File: src/rtl/ste_avg_ctrl.sv
// Sequencing controller for the IIR averaging filter: clears and enables the filter,
// blanks out settling samples after a restart, and decimates filtered data to the display.
module ste_avg_ctrl #(
    parameter int unsigned DATA_W   = 16,
    parameter int unsigned CNT_W    = 8,
    parameter int unsigned SETTLE_N = 8,
    parameter int unsigned DISP_DIV = 4,
    parameter int unsigned FILT_LAT = 2
) (
    input  logic              clk,
    input  logic              rst_n,
    input  logic              sample_valid_i,
    input  logic              range_chg_i,
    input  logic              avg_req_i,
    input  logic              hold_i,
    input  logic [DATA_W-1:0] avg_din_i,
    output logic              avg_clr_o,
    output logic              avg_en_o,
    output logic [DATA_W-1:0] disp_data_o,
    output logic              disp_update_o,
    output logic              settled_o,
    output logic [1:0]        state_o
);

    localparam int unsigned CNT_MAX = (1 << CNT_W) - 1;

    if ((CNT_W < 1) || (CNT_W > 31) ||
        (SETTLE_N < 1) || (SETTLE_N > CNT_MAX) ||
        (DISP_DIV < 1) || (DISP_DIV > CNT_MAX) ||
        (FILT_LAT < 1) || (FILT_LAT > 4)) begin : g_param_err
        $error("ste_avg_ctrl: parameter out of range");
    end

    typedef enum logic [1:0] {
        CLEAR  = 2'b00,
        SETTLE = 2'b01,
        RUN    = 2'b10
    } state_t;

    state_t              state;
    state_t              state_nx;
    logic                avg_req_q;
    logic [CNT_W-1:0]    settle_cnt;
    logic [CNT_W-1:0]    dec_cnt;
    logic [FILT_LAT-1:0] pipe;

    logic restart_c;
    logic settle_last_c;
    logic dec_last_c;
    logic token_in_c;
    logic token_out_c;

    assign restart_c     = range_chg_i | (avg_req_i ^ avg_req_q);
    assign settle_last_c = (settle_cnt == CNT_W'(SETTLE_N - 1));
    assign dec_last_c    = (dec_cnt == CNT_W'(DISP_DIV - 1));
    assign token_in_c    = (state == RUN) && sample_valid_i && !restart_c && dec_last_c;
    assign token_out_c   = pipe[FILT_LAT-1] && (state == RUN) && !restart_c;
    assign state_o       = state;

    // Next-state logic; CLEAR is held until its clear pulse has been presented once.
    always_comb begin
        state_nx = state;
        case (state)
            CLEAR:   state_nx = avg_clr_o ? SETTLE : CLEAR;
            SETTLE:  if (sample_valid_i && settle_last_c) state_nx = RUN;
            RUN:     state_nx = RUN;
            default: state_nx = CLEAR;
        endcase
        if (restart_c) state_nx = CLEAR;
    end

    // State, counters, capture pipe and registered outputs aligned with the next state.
    always_ff @(posedge clk or negedge rst_n) begin
        if (!rst_n) begin
            state         <= CLEAR;
            avg_req_q     <= 1'b0;
            settle_cnt    <= '0;
            dec_cnt       <= '0;
            pipe          <= '0;
            avg_clr_o     <= 1'b0;
            avg_en_o      <= 1'b0;
            settled_o     <= 1'b0;
            disp_update_o <= 1'b0;
            disp_data_o   <= '0;
        end else begin
            state     <= state_nx;
            avg_req_q <= avg_req_i;
            avg_clr_o <= (state_nx == CLEAR);
            avg_en_o  <= (state_nx != CLEAR) && avg_req_q;
            settled_o <= (state_nx == RUN);

            pipe <= restart_c ? '0 : FILT_LAT'({pipe, token_in_c});

            disp_update_o <= token_out_c && !hold_i;
            if (token_out_c && !hold_i) disp_data_o <= avg_din_i;

            if (restart_c || ((state != SETTLE) && (state != RUN))) begin
                settle_cnt <= '0;
                dec_cnt    <= '0;
            end else if ((state == SETTLE) && sample_valid_i) begin
                settle_cnt <= settle_last_c ? '0 : settle_cnt + CNT_W'(1);
            end else if ((state == RUN) && sample_valid_i) begin
                dec_cnt <= dec_last_c ? '0 : dec_cnt + CNT_W'(1);
            end
        end
    end

endmodule

File: config.mk
export PLATFORM = sky130hd
export DESIGN_NAME = ste_avg_ctrl
export DESIGN_NICKNAME = d
export VERILOG_FILES = /design/src/rtl/ste_avg_ctrl.sv
export SDC_FILE = /design/constraint.sdc
export NUM_CORES = 1
export LEC_CHECK = 0
export CORE_AREA = 2 2 73 75
export DETAILED_ROUTE_END_ITERATION = 6
export DIE_AREA = 0 0 75 77
export PLACE_DENSITY = 0.68
export SKIP_LAST_GASP = 1
export SLEW_MARGIN = 20
export SYNTH_ARGS = -nofsm -noshare
export SYNTH_HDL_FRONTEND = slang
export SYNTH_SLANG_ARGS = --single-unit
File: constraint.sdc
create_clock -name clk -period 2.2 [get_ports clk]
set_input_delay 0.44 -clock clk [delete_from_list [all_inputs] [get_ports clk]]
set_output_delay 0.44 -clock clk [all_outputs]
set_load 0.05 [all_outputs]
==> results.txt, run 1 <==
* Result of the run: complete, no violations
- After detailed placement, the design holds a cell count of between 200 and 300.
* Largest clock skew in the final design: slightly below 0.004 ns
* Multiplexer share of the synthesized area: 0.112
- Of all nets on the critical path, the largest fanout is 6.
- Measured in cells, the most critical reg-to-reg path has a length of 6.
* Class of the most critical setup path: flip-flop to output pin
- Final slew viol count: 0
- The floorplan has 26 rows.
- Final period util: 0.916
* Post-CTS setup buffers: 0
- Detailed-route vias per instance: between 4 and 5
- Residual DRC count: 0
- Summed over all layers, the global routing overflow is 0.
* Initial cell density of the core: 0.385
- The cell area that synthesis handed to floorplanning was about 1900 um^2.
- After detailed routing, the average wire length per cell comes to between 10 and 15 um.
* Worst Setup Start Kind: flip-flop
- Netlist cell types: 33
- The critical path goes through clkdlybuf4s50_1.
- H-Tree Level Count: 2
* Highest cell delay on the worst timing path: 0.84 ns
- The congestion estimate from routability-driven global placement came to roughly 0.80.
* VDD IR-drop max: 0.250 mV
* Largest family of logic cells by synthesized area: simple AND/OR/NAND/NOR gates
- The first global-routing pass estimated between 6000 and 7000 um of wire.
- Leaving out fill and tap cells, the most frequent cell in the layout is clkdlybuf4s50_1.
- The die covers 5780 um^2.
* Post-layout nets: 250
- Setup repair after global routing left no endpoint under its margin.
- Data arrival time of the critical path: 1.58 ns
* Buf+Inv Stages, Crit Path: 1
- Vias after detailed routing: ~1400
- Port Buffer Count: 43
- Pin placement for this block handled 44 I/O pins.
- Worst-case clock buffer depth: 2
- Of the synthesized area, sequential elements account for 0.536.
* Compound-Gate Fraction of Synth Area: 0.0771
- Vias in the first global route: ~1400
- For this design the static power due to leakage is approximately 1.1 nW.
* Worst Setup End Kind: output pin
- Relative slew slack: 0.658
- Number of DRC markers in iteration 0: 32
- The routed design has about 3700 um of wire.
* Minimum clock period after layout: ~2.0 ns
- When the netlist entered floorplanning its net count stood at a little under 200.
- Entering global routing, the biggest net connects 42 pins.
- In this run the remaining antenna-violating nets after routing total 0.
- In this run, post-CTS repair resized a total of 0 instances.
- Setup slack, reg-to-reg: between 0.4 and 0.5 ns
* Fraction of final layout cells with drive strength greater than 1: 0.158
- Total number of yosys warnings: 0
* Post-layout power: between 1 and 1.5 mW
* Total of flip-flops plus latches after synthesis: 41
- The tightest min-delay check is of the input pin to async pin type.
* Top library cells by usage in the layout, fill and taps aside: 42 x clkdlybuf4s50_1, 41 x dfrtp_1, 16 x nand2_1, 13 x nor2_1, 10 x nand3_1
* Clock Latency Late Sink: around 0.29 ns
* Worst Path Required: approximately 1.8 ns
* Number of buffers inserted for hold repair after clock tree synthesis: 0
* Placeable core region: 4980 um^2
* Max-capacitance violation count: 0
* Width of the chip: about 75 um
* GRT Resource Usage Total: 0.135
- The pre-antenna-repair detailed-routing pass consisted of 4 iterations.
- Count of endpoints failing setup in the final report: 0
- Clock tree from TritonCTS: done
- The cell family contributing the most delay on the critical path is buffers and inverters.
- Synth Area in XOR/XNOR: 0.0451
- Of the total synthesized cell area, the portion taken by full adders, half adders and majority gates is 0.0392.
* Initial antenna violation count: 0
- Timing would allow up to a little under 500 MHz.
- The final count of hold timing violations is 0.
- The root buffer cell chosen for the clock tree is clkbuf_8.
- Compared with the post-synthesis result, the final layout area differs by 34.8%.
- After legalization and detailed placement, the total HPWL measured about 2700 um.
- In the synthesized netlist, the number of instances is roughly 170.
* Post-DP Area: roughly 2500 um^2
- Non-Filler Cell Area, Final: between 2000 and 3000 um^2
- Total CTS buffers: 5
- Antenna fix cells: 0
- Slowest library cell on the worst path: clkdlybuf4s50_1
- Once layout is complete, the cells apart from fillers number 292.
- Power Density: about 570 nW/um^2
- Basic-gate share of the synthesized area counting and, or, nand and nor cells: 0.167
* Transition at the pin with the smallest max-transition slack: about 0.5 ns
- In this run the critical register-to-register path is launched from state_o[1]$_DFF_PN0_.
- After synthesis, the mean cell area works out to about 12 um^2.
- The floorplan step set the die height to 77 um.
- Reg-to-reg critical path endpoint: dec_cnt[6]$_DFFE_PN0P_
- On the final layout, the worst hold slack is 0.201 ns.
* Clock Pin Slew Worst Setup and Hold Paths: roughly 0.070 ns
* Number of clock sinks seen by CTS: between 40 and 50
* Setup TNS: 0 ns
-- per-stage QoR --
step                setup slack, ns   util
floorplan                     0.239      -
global placement              0.169  0.498
detailed placement            0.122  0.498
CTS                           0.171  0.519
global route                  0.131  0.519
finish                        0.184  0.519
-- cells in the mapped netlist --
cell,n,share of area
dfrtp_1,41,0.54
nor4b_1,1,0.0046
mux2_2,7,0.041
or3_1,1,0.0033
a32o_1,2,0.010
xnor2_1,4,0.018
and2_1,3,0.0098
o31ai_1,2,0.0078
xor2_2,1,0.0085
nand3_1,10,0.026
nand2_1,16,0.031
nand3b_1,2,0.0078
buf_6,2,0.012
nor3b_1,1,0.0039
and4bb_2,1,0.0065
and3_1,2,0.0065
and3b_1,2,0.0092
xor2_1,4,0.018
nand2b_1,2,0.0065
a21oi_1,7,0.018
inv_1,6,0.012
and4b_1,1,0.0052
nand4_1,2,0.0065
a31oi_1,6,0.020
ha_1,6,0.039
nor4_1,1,0.0033
o21ai_0,5,0.013
nor2_2,1,0.0033
o22ai_1,1,0.0033
o311ai_0,1,0.0046
nor2_1,13,0.025
mux2_4,9,0.071
nor3_1,3,0.0078
-- where the power goes --
group,switching (mW),internal (mW)
combinational,0.0686,0.0602
clock,0.248,0.330
sequential,0.00476,0.758
-- layout make-up --
| cell class | instances | area, um^2 |
|---|---|---|
| timing repair buffer | 51 | 498 |
| tap | 70 | 87.6 |
| sequential | 41 | 1030 |
| fill | 448 | 2400 |
| clock buffer | 5 | 68.8 |
| clock inverter | 2 | 35.0 |
| inverter | 6 | 22.5 |
| multi-input combinational | 117 | 843 |
-- cells by family (layout without fill, tap and decap cells) --
group | count (synthesis) | in the layout
AO/OA/AOI/OAI | 24 | 24
XOR/XNOR | 9 | 9
adder cells (fa/ha/maj) | 6 | 6
buffers and inverters | 8 | 64
flip-flops | 41 | 41
multiplexers | 16 | 16
AND/OR/NAND/NOR | 62 | 62
-- registers in the layout, summed over array words and instances (netlist names) --
name	flops
avg_clr_o	1
avg_en_o	1
avg_req_q	1
dec_cnt	8
disp_data_o	16
disp_update_o	1
pipe	2
settle_cnt	8
settled_o	1
state_o	2
-- layer usage --
| layer | vias up | share of wire | global-route usage |
|---|---|---|---|
| met1 | 668 | 0.48 | 0.176 |
| met5 | - | 0 | 0 |
| li1 | 697 | - | - |
| met3 | 6 | 0.083 | 0.0473 |
| met4 | 0 | 0.014 | 0.0375 |
| met2 | 45 | 0.43 | 0.211 |
-- how the worst max path moves through the flow --
stage / from / endpoint / cells after the start
final: state_o[1]$_DFF_PN0_ / state_o[1] / 1
after CTS: state_o[1]$_DFF_PN0_ / state_o[1] / 1
after detailed placement: avg_req_i / disp_data_o[5]$_DFFE_PN0P_ / 6
after global placement: avg_req_i / disp_data_o[2]$_DFFE_PN0P_ / 6
after global routing: state_o[1]$_DFF_PN0_ / state_o[1] / 1
after floorplan: state_o[0]$_DFF_PN0_ / dec_cnt[6]$_DFFE_PN0P_ / 6
No activity file was read; power rests on OpenSTA's default activity.
==> run 2, diff against run 1 <==
- CORE_AREA: 2 2 73 75 -> 2 2 74 76
- DIE_AREA: 0 0 75 77 -> 0 0 76 78
- PLACE_DENSITY: 0.68 -> 0.67
- RECOVER_POWER: default -> 50
==> run 2 against run 1 <==
  * Final cell count increased by 0.34%
  * Power decreased by 7.1%
  * First-iteration DRC count increased by 16%
  * Die area increased by 2.6%
  * Sequential cell count unchanged
  * Routed wire length increased by 1.5%
  * Fmax decreased by 1.2%
  * Via count increased by 0.78%
  * Clock skew decreased by 0.00081 ns
  * Final area decreased by 1.3%
  * Critical endpoint unchanged
  * Largest cell class unchanged
==> results.txt, run 2 (synthesis results as in run 1) <==
- Detailed-route vias per instance: 4.87
- Number of clock sinks seen by CTS: 41
* Non-Filler Cell Area, Final: roughly 2500 um^2
- The worst hold path belongs to the class input pin to async pin.
- The first detailed-routing pass took 4 iterations.
- Post-route antenna net violation count: 0
- Measured against its own limit, the worst slew margin works out to 0.320.
- I/O pin total: 44
- Signed area change from the synthesized netlist to the final layout: 33.1%
- Along the worst path, the maximum fanout reaches 6.
* # resized after CTS: 0
* Biggest register: disp_data_o
* R2R Path Start: state_o[1]$_DFF_PN0_
- The via count of the first global-routing pass was 1370.
* Cells along the critical path: clkdlybuf4s50_1
- TritonCTS built the clock tree.
- Post-DP Area: about 2500 um^2
- Placeable core region: about 5000 um^2
- In the final timing run, aggregate negative setup slack is 0 ns.
- Across the routed clock network, the largest skew measured is 0.00306 ns.
* Count of standard-cell rows: 26
- In this run the critical register-to-register path is captured at dec_cnt[6]$_DFFE_PN0P_.
* Final period util: 0.928
- The longest clock path from root to sink contains 2 buffers.
- Total CTS buffers: 5
- For this design, the CTS-stage hold fixing added 0 buffers.
* Clock Pin Slew Worst Setup and Hold Paths: roughly 0.080 ns
* Power Density: about 540 nW/um^2
- Data arrival time of the critical path: between 1.5 and 2 ns
- Setup violations remaining at the end of the flow were counted as 0.
* Post-CTS setup buffers: 0
* Setup repair after global routing missed its margin: false
- Final-layout fill cell count: 476
- Across all register-to-register paths, the minimum setup slack is around 0.42 ns.
- Buf+Inv Stages, Crit Path: 1
* Largest net degree at the start of global routing: 42
- Reg2reg path depth: 6
* Vertical die dimension: slightly below 80 um
* Number of DRC markers in iteration 0: 37
* Dpl hpwl: ~2700 um
- In the global route stage, overall resource usage came out at 0.139.
- Detailed Route WL: 3740 um
* Post-layout nets: 250
* Width of the chip: ~76 um
- Result of the run: complete, no violations
- The congestion estimate from routability-driven global placement came to between 0.8 and 0.9.
* Achievable frequency: 490 MHz
- For the pin with the worst max-slew slack, the measured transition is around 1 ns.
- CTS placed an instance of clkbuf_8 at the clock tree root.
- Summing over every cut layer, the via total after detailed routing is ~1400.
- Slowest library cell on the worst path: clkdlybuf4s50_1
- GRT overflow: 0
- The top cell types in the final layout, fill and taps aside, are 41 x dfrtp_1, 41 x clkdlybuf4s50_1, 16 x nand2_1, 14 x nor2_1, 10 x nand3_1.
- Clock Latency Late Sink: just under 0.3 ns
- Highest cell delay on the worst timing path: ~0.85 ns
- Floorplan die area: a little under 6000 um^2
- Broken down by cell family, the worst path's largest delay share belongs to buffers and inverters.
- Class of the most critical setup path: flip-flop to output pin
- The worst-case IR drop observed on VDD is 0.374 mV.
- Of the cells placed in the final design, the portion with a size suffix greater than 1 is 0.148.
* H-Tree Level Count: 2
- The initial antenna violation count is 0.
* Residual DRC count: 0
- Antenna fix cells: 0
* Max-capacitance violation count: 0
- For the worst setup path, the data required time is 1.76 ns.
* Minimum clock period after layout: 2.04 ns
- Port Buffer Count: 43
- Static leakage: approximately 1.1 nW
- Final-layout worst hold slack: around 0.39 ns
* Initial cell density of the core: 0.380
- Count of endpoints failing hold in the final timing report: 0
- The largest registers in the layout are disp_data_o: 16 flops, dec_cnt: 8 flops, settle_cnt: 8 flops.
* Average wire length per cell after detail routing: ~13 um
* Global-route wire length before repair: 6500 um
- STA classifies the critical path startpoint as a flip-flop.
- The register with the most flip-flops in the layout has 16 of them.
* Final slew viol count: 0
- Worst Setup End Kind: output pin
-- run 2: cell count changes in the layout (fill, tap and decap cells not counted), sizes merged --
cell / change
buf: -2
bufinv: -1
clkbuf: +2
clkdlybuf4s50: -1
clkinv: +1
clkinvlp: +1
dlygate4sd3: +1
-- run 2: stage by stage --
| step | worst slack, ns | utilization | total power, mW | cells |
|---|---|---|---|---|
| 6_report | 0.159 | 0.505 | 1.37 | 293 |
| 4_1_cts | 0.156 | 0.508 | 1.40 | 293 |
| 5_1_grt | 0.116 | 0.505 | 1.44 | 293 |
| 2_1_floorplan | 0.239 | - | 0.826 | 166 |
| 3_3_place_gp | 0.128 | 0.491 | 0.907 | 285 |
| 3_5_place_dp | 0.0992 | 0.491 | 0.909 | 285 |
-- run 2: cell type report --
class | instances | area (um^2) | area share
Clock buffer | 5 | 68.8 | 0.0270
Clock inverter | 3 | 17.5 | 0.00688
Inverter | 6 | 22.5 | 0.00884
Multi-Input combinational cell | 117 | 833 | 0.327
Sequential cell | 41 | 1030 | 0.403
Tap cell | 70 | 87.6 | 0.0344
Timing Repair Buffer | 51 | 492 | 0.193
-- run 2: how the worst max path moves through the flow --
stage | cells past startpoint | end | start | slack (ns)
floorplan | 6 | dec_cnt[6]$_DFFE_PN0P_ | state_o[0]$_DFF_PN0_ | 0.24
global placement | 6 | disp_data_o[0]$_DFFE_PN0P_ | avg_req_i | 0.13
detailed placement | 6 | disp_data_o[6]$_DFFE_PN0P_ | avg_req_i | 0.1
CTS | 1 | state_o[1] | state_o[1]$_DFF_PN0_ | 0.16
global route | 1 | state_o[1] | state_o[1]$_DFF_PN0_ | 0.12
finish | 1 | state_o[1] | state_o[1]$_DFF_PN0_ | 0.16
-- run 2: layer usage --
layer  vias up  global-route usage  share of wire
met1       681               0.177           0.49
met5         -                   0              0
met4         0              0.0436         0.0045
met3         2              0.0535          0.068
li1        698                   -              -
met2        46               0.221           0.44
-- run 2: power by group --
part           internal, mW  switching [mW]
Sequential            0.758         0.00455
Clock                 0.219           0.258
Combinational        0.0572          0.0678
Total                  1.03           0.331
==> run 3, diff against run 2 <==
- CORE_AREA: 2 2 74 76 -> 2 2 69 71
- DIE_AREA: 0 0 76 78 -> 0 0 71 73
- PLACE_DENSITY: 0.67 -> 0.75
==> run 3 against run 2 <==
  * Combinational power about the same
  * Fmax rose by 1.8%
  * Final cell count is 5.5% lower
  * Clock skew rose by 0.0021 ns
  * Largest cell class unchanged
  * Highest routed layer unchanged
  * Routed wire length fell by 3.7%
  * Sequential share of layout area hardly changed
  * Global-route usage is 1.1 points higher
  * Die area decreased by 13%
==> results.txt, run 3 (synthesis results as in run 1) <==
- # resized after CTS: 0
- In the final layout, the share of cells above drive strength 1 is 0.148.
- Total iterations of the first detailed-routing run: 4
* Sequential fraction of design power: 0.504
- The number of hold buffers added after CTS was 0.
* Vertical die dimension: ~73 um
- The worst register-to-register path begins at state_o[1]$_DFF_PN0_.
- Reg2reg path depth: 6
* H-Tree Level Count: 2
- Worst setup timing slack at the placement stage: roughly 0.12 ns
- Setup repair after global routing missed its margin: false
- Initial antenna violation count: 0
- Cell type group with the largest total delay on the critical path: buffers and inverters
* Storage cell area: between 1000 and 1500 um^2
- The layout has 397 filler cells.
- Registers with the highest flip-flop counts: disp_data_o: 16 flops, dec_cnt: 8 flops, settle_cnt: 8 flops
* Signed area change from the synthesized netlist to the final layout: 33.1%
- The analysis attributes to cell leakage a power of between 1 and 1.5 nW.
* Min-Delay Path Class: input pin to async pin
- The first global-routing pass estimated around 6200 um of wire.
* Worst Setup Start Kind: flip-flop
- Count of standard-cell rows: 25
* Share of total power in combinational logic: 0.082
- The max-slew violation count came to 0.
- Crit-path max FO: 6
- Floorplan die area: between 5000 and 6000 um^2
- The region available for standard cell placement spans ~4500 um^2.
* Largest clock skew in the final design: 0.00519 ns
- Entering global routing, the biggest net connects 42 pins.
* Number of DRC markers in iteration 0: ~80
- Data arrival time of the critical path: ~1.6 ns
- For flop-to-flop paths, the worst setup slack is 0.43 ns.
- I/O pin total: 44
- Ranked by flip-flop count, first place goes to disp_data_o.
* Detailed-route vias per instance: between 5 and 6
- Clock tree from TritonCTS: done
* Worst Path Required: 1.76 ns
- The worst register-to-register path ends at dec_cnt[7]$_DFFE_PN0P_.
- Max-capacitance violation count: 0
- For this run, the slowest stage of the critical path takes ~0.84 ns.
- The top cell types in the final layout, fill and taps aside, are 41 x dfrtp_1, 41 x clkdlybuf4s50_1, 16 x nand2_1, 14 x nor2_1, 10 x nand3_1.
- For this run, the post-layout net count is 250.
- Post-route antenna net violation count: 0
* Count of endpoints failing setup in the final report: 0
- STA classifies the critical path endpoint as an output pin.
- Internal power: ~1.2 mW
* Relative slew slack: 0.349
- The initial utilization of the core area, before any placement, comes to 0.422.
* Setup ws final: 0.195 ns
- Total CTS buffers: 5
- Post-CTS timing repair inserted 0 buffers for setup.
- For the pin with the worst max-slew slack, the measured transition is between 0.9 and 1 ns.
- In this run the power spent charging and discharging nets is around 0.33 mW.
* Cells along the critical path: clkdlybuf4s50_1
- Dpl hpwl: about 2700 um
* Crit. Startpoint: state_o[1]$_DFF_PN0_
- For this run the aggregate overflow at the end of global routing stands at 0.
* Slowest library cell on the worst path: clkdlybuf4s50_1
- After clock tree synthesis, the clock-pin slew on the worst setup and hold paths is around 0.080 ns.
- Clock tree synthesis selected as its root buffer the cell clkbuf_8.
- Placer's final routability congestion estimate: 0.759
- Combined area of the multi-input logic cells: between 800 and 900 um^2
- Vias after detailed routing: approximately 1400
- Achievable frequency: roughly 500 MHz
- The worst-case IR drop observed on VDD is around 0.26 mV.
- Of the available clock period, the critical path in the final layout requires 0.911.
* Average wire length per cell after detail routing: ~13 um
- Port buffering added 43 buffers.
* Proportion of total power due to net switching: 0.218
* Clock Latency Late Sink: 0.29 ns
- Count of endpoints failing hold in the final timing report: 0
- Antenna fix cells: 0
- Vias in the first global route: approximately 1400
- Counting both buffers and inverters, the worst setup path holds a total of 1.
- Width of the chip: a little over 70 um
* Worst-case clock buffer depth: 2
- Class of the most critical setup path: flip-flop to output pin
* Result of the run: complete, no violations
* Minimum clock period after layout: between 2 and 2.5 ns
- In the routed design, unresolved DRC markers number 0.
- GRT Resource Usage Total: 0.151
* Clock share of power: 0.414
* Power Density: ~590 nW/um^2
- Setup TNS: 0 ns
* Post-layout power: between 1.5 and 2 mW
- After detailed routing, the total wire length is between 3000 and 4000 um.
- The register with the most flip-flops in the layout has 16 of them.
* Number of clock sinks seen by CTS: 41
==> run 3: cell count changes in the layout (fill, tap and decap cells not counted) <==
cell       previous run  this run
and2_1                1         2
buf_4                 5         6
buf_12                1         0
clkinv_2              2         0
clkbuf_8              5         6
bufinv_16             0         1
and2_0                2         1
==> run 3: final cells by class <==
cell class,instances,share of cell area
clock buffer,6,0.0324
clock inverter,2,0.0147
inverter,6,0.00884
multi-input combinational,117,0.327
sequential,41,0.403
tap,54,0.0265
timing repair buffer,51,0.188
==> run 3: worst reg2reg max path, stage by stage, from the launching register on <==
cell,delay [ns]
dfrtp_1,0.44
inv_1,0.09
ha_1,0.24
nand3b_1,0.30
nor4_1,0.37
xnor2_1,0.16
nor2_1,0.06
==> run 3: per-stage QoR <==
step	hold slack [ns]	std cells	cell area, um^2	util
6_report	0.385	277	2550	0.562
2_1_floorplan	0.144	166	1910	-
5_1_grt	0.473	277	2550	0.562
3_5_place_dp	0.454	269	2440	0.539
3_3_place_gp	0.435	269	2440	0.539
4_1_cts	0.214	277	2560	0.566
==> run 3: how the worst max path moves through the flow <==
stage | end | depth (start not counted)
after floorplan | dec_cnt[6]$_DFFE_PN0P_ | 6
after global placement | disp_data_o[12]$_DFFE_PN0P_ | 6
after detailed placement | disp_data_o[13]$_DFFE_PN0P_ | 6
after CTS | state_o[1] | 1
after global routing | state_o[1] | 1
final | state_o[1] | 1
==> run 3: metal layers <==
| metal | GRT usage | routed length [um] | share of wire | up-vias |
|---|---|---|---|---|
| met4 | 0.0440 | 17 | 0.0047 | 0 |
| met5 | 0 | 0 | 0 | - |
| met1 | 0.203 | 1790 | 0.50 | 655 |
| met2 | 0.235 | 1540 | 0.43 | 48 |
| met3 | 0.0483 | 256 | 0.071 | 2 |
| li1 | - | - | - | 710 |
==> run 3: power groups by stage <==
| stage | Clock [mW] | Combinational (mW) | Sequential (mW) |
|---|---|---|---|
| 2_1_floorplan | 0 | 0.0327 | 0.793 |
| 3_3_place_gp | 0 | 0.129 | 0.778 |
| 3_5_place_dp | 0 | 0.129 | 0.778 |
| 4_1_cts | 0.646 | 0.131 | 0.763 |
| 5_1_grt | 0.670 | 0.138 | 0.764 |
| 6_report | 0.627 | 0.124 | 0.763 |
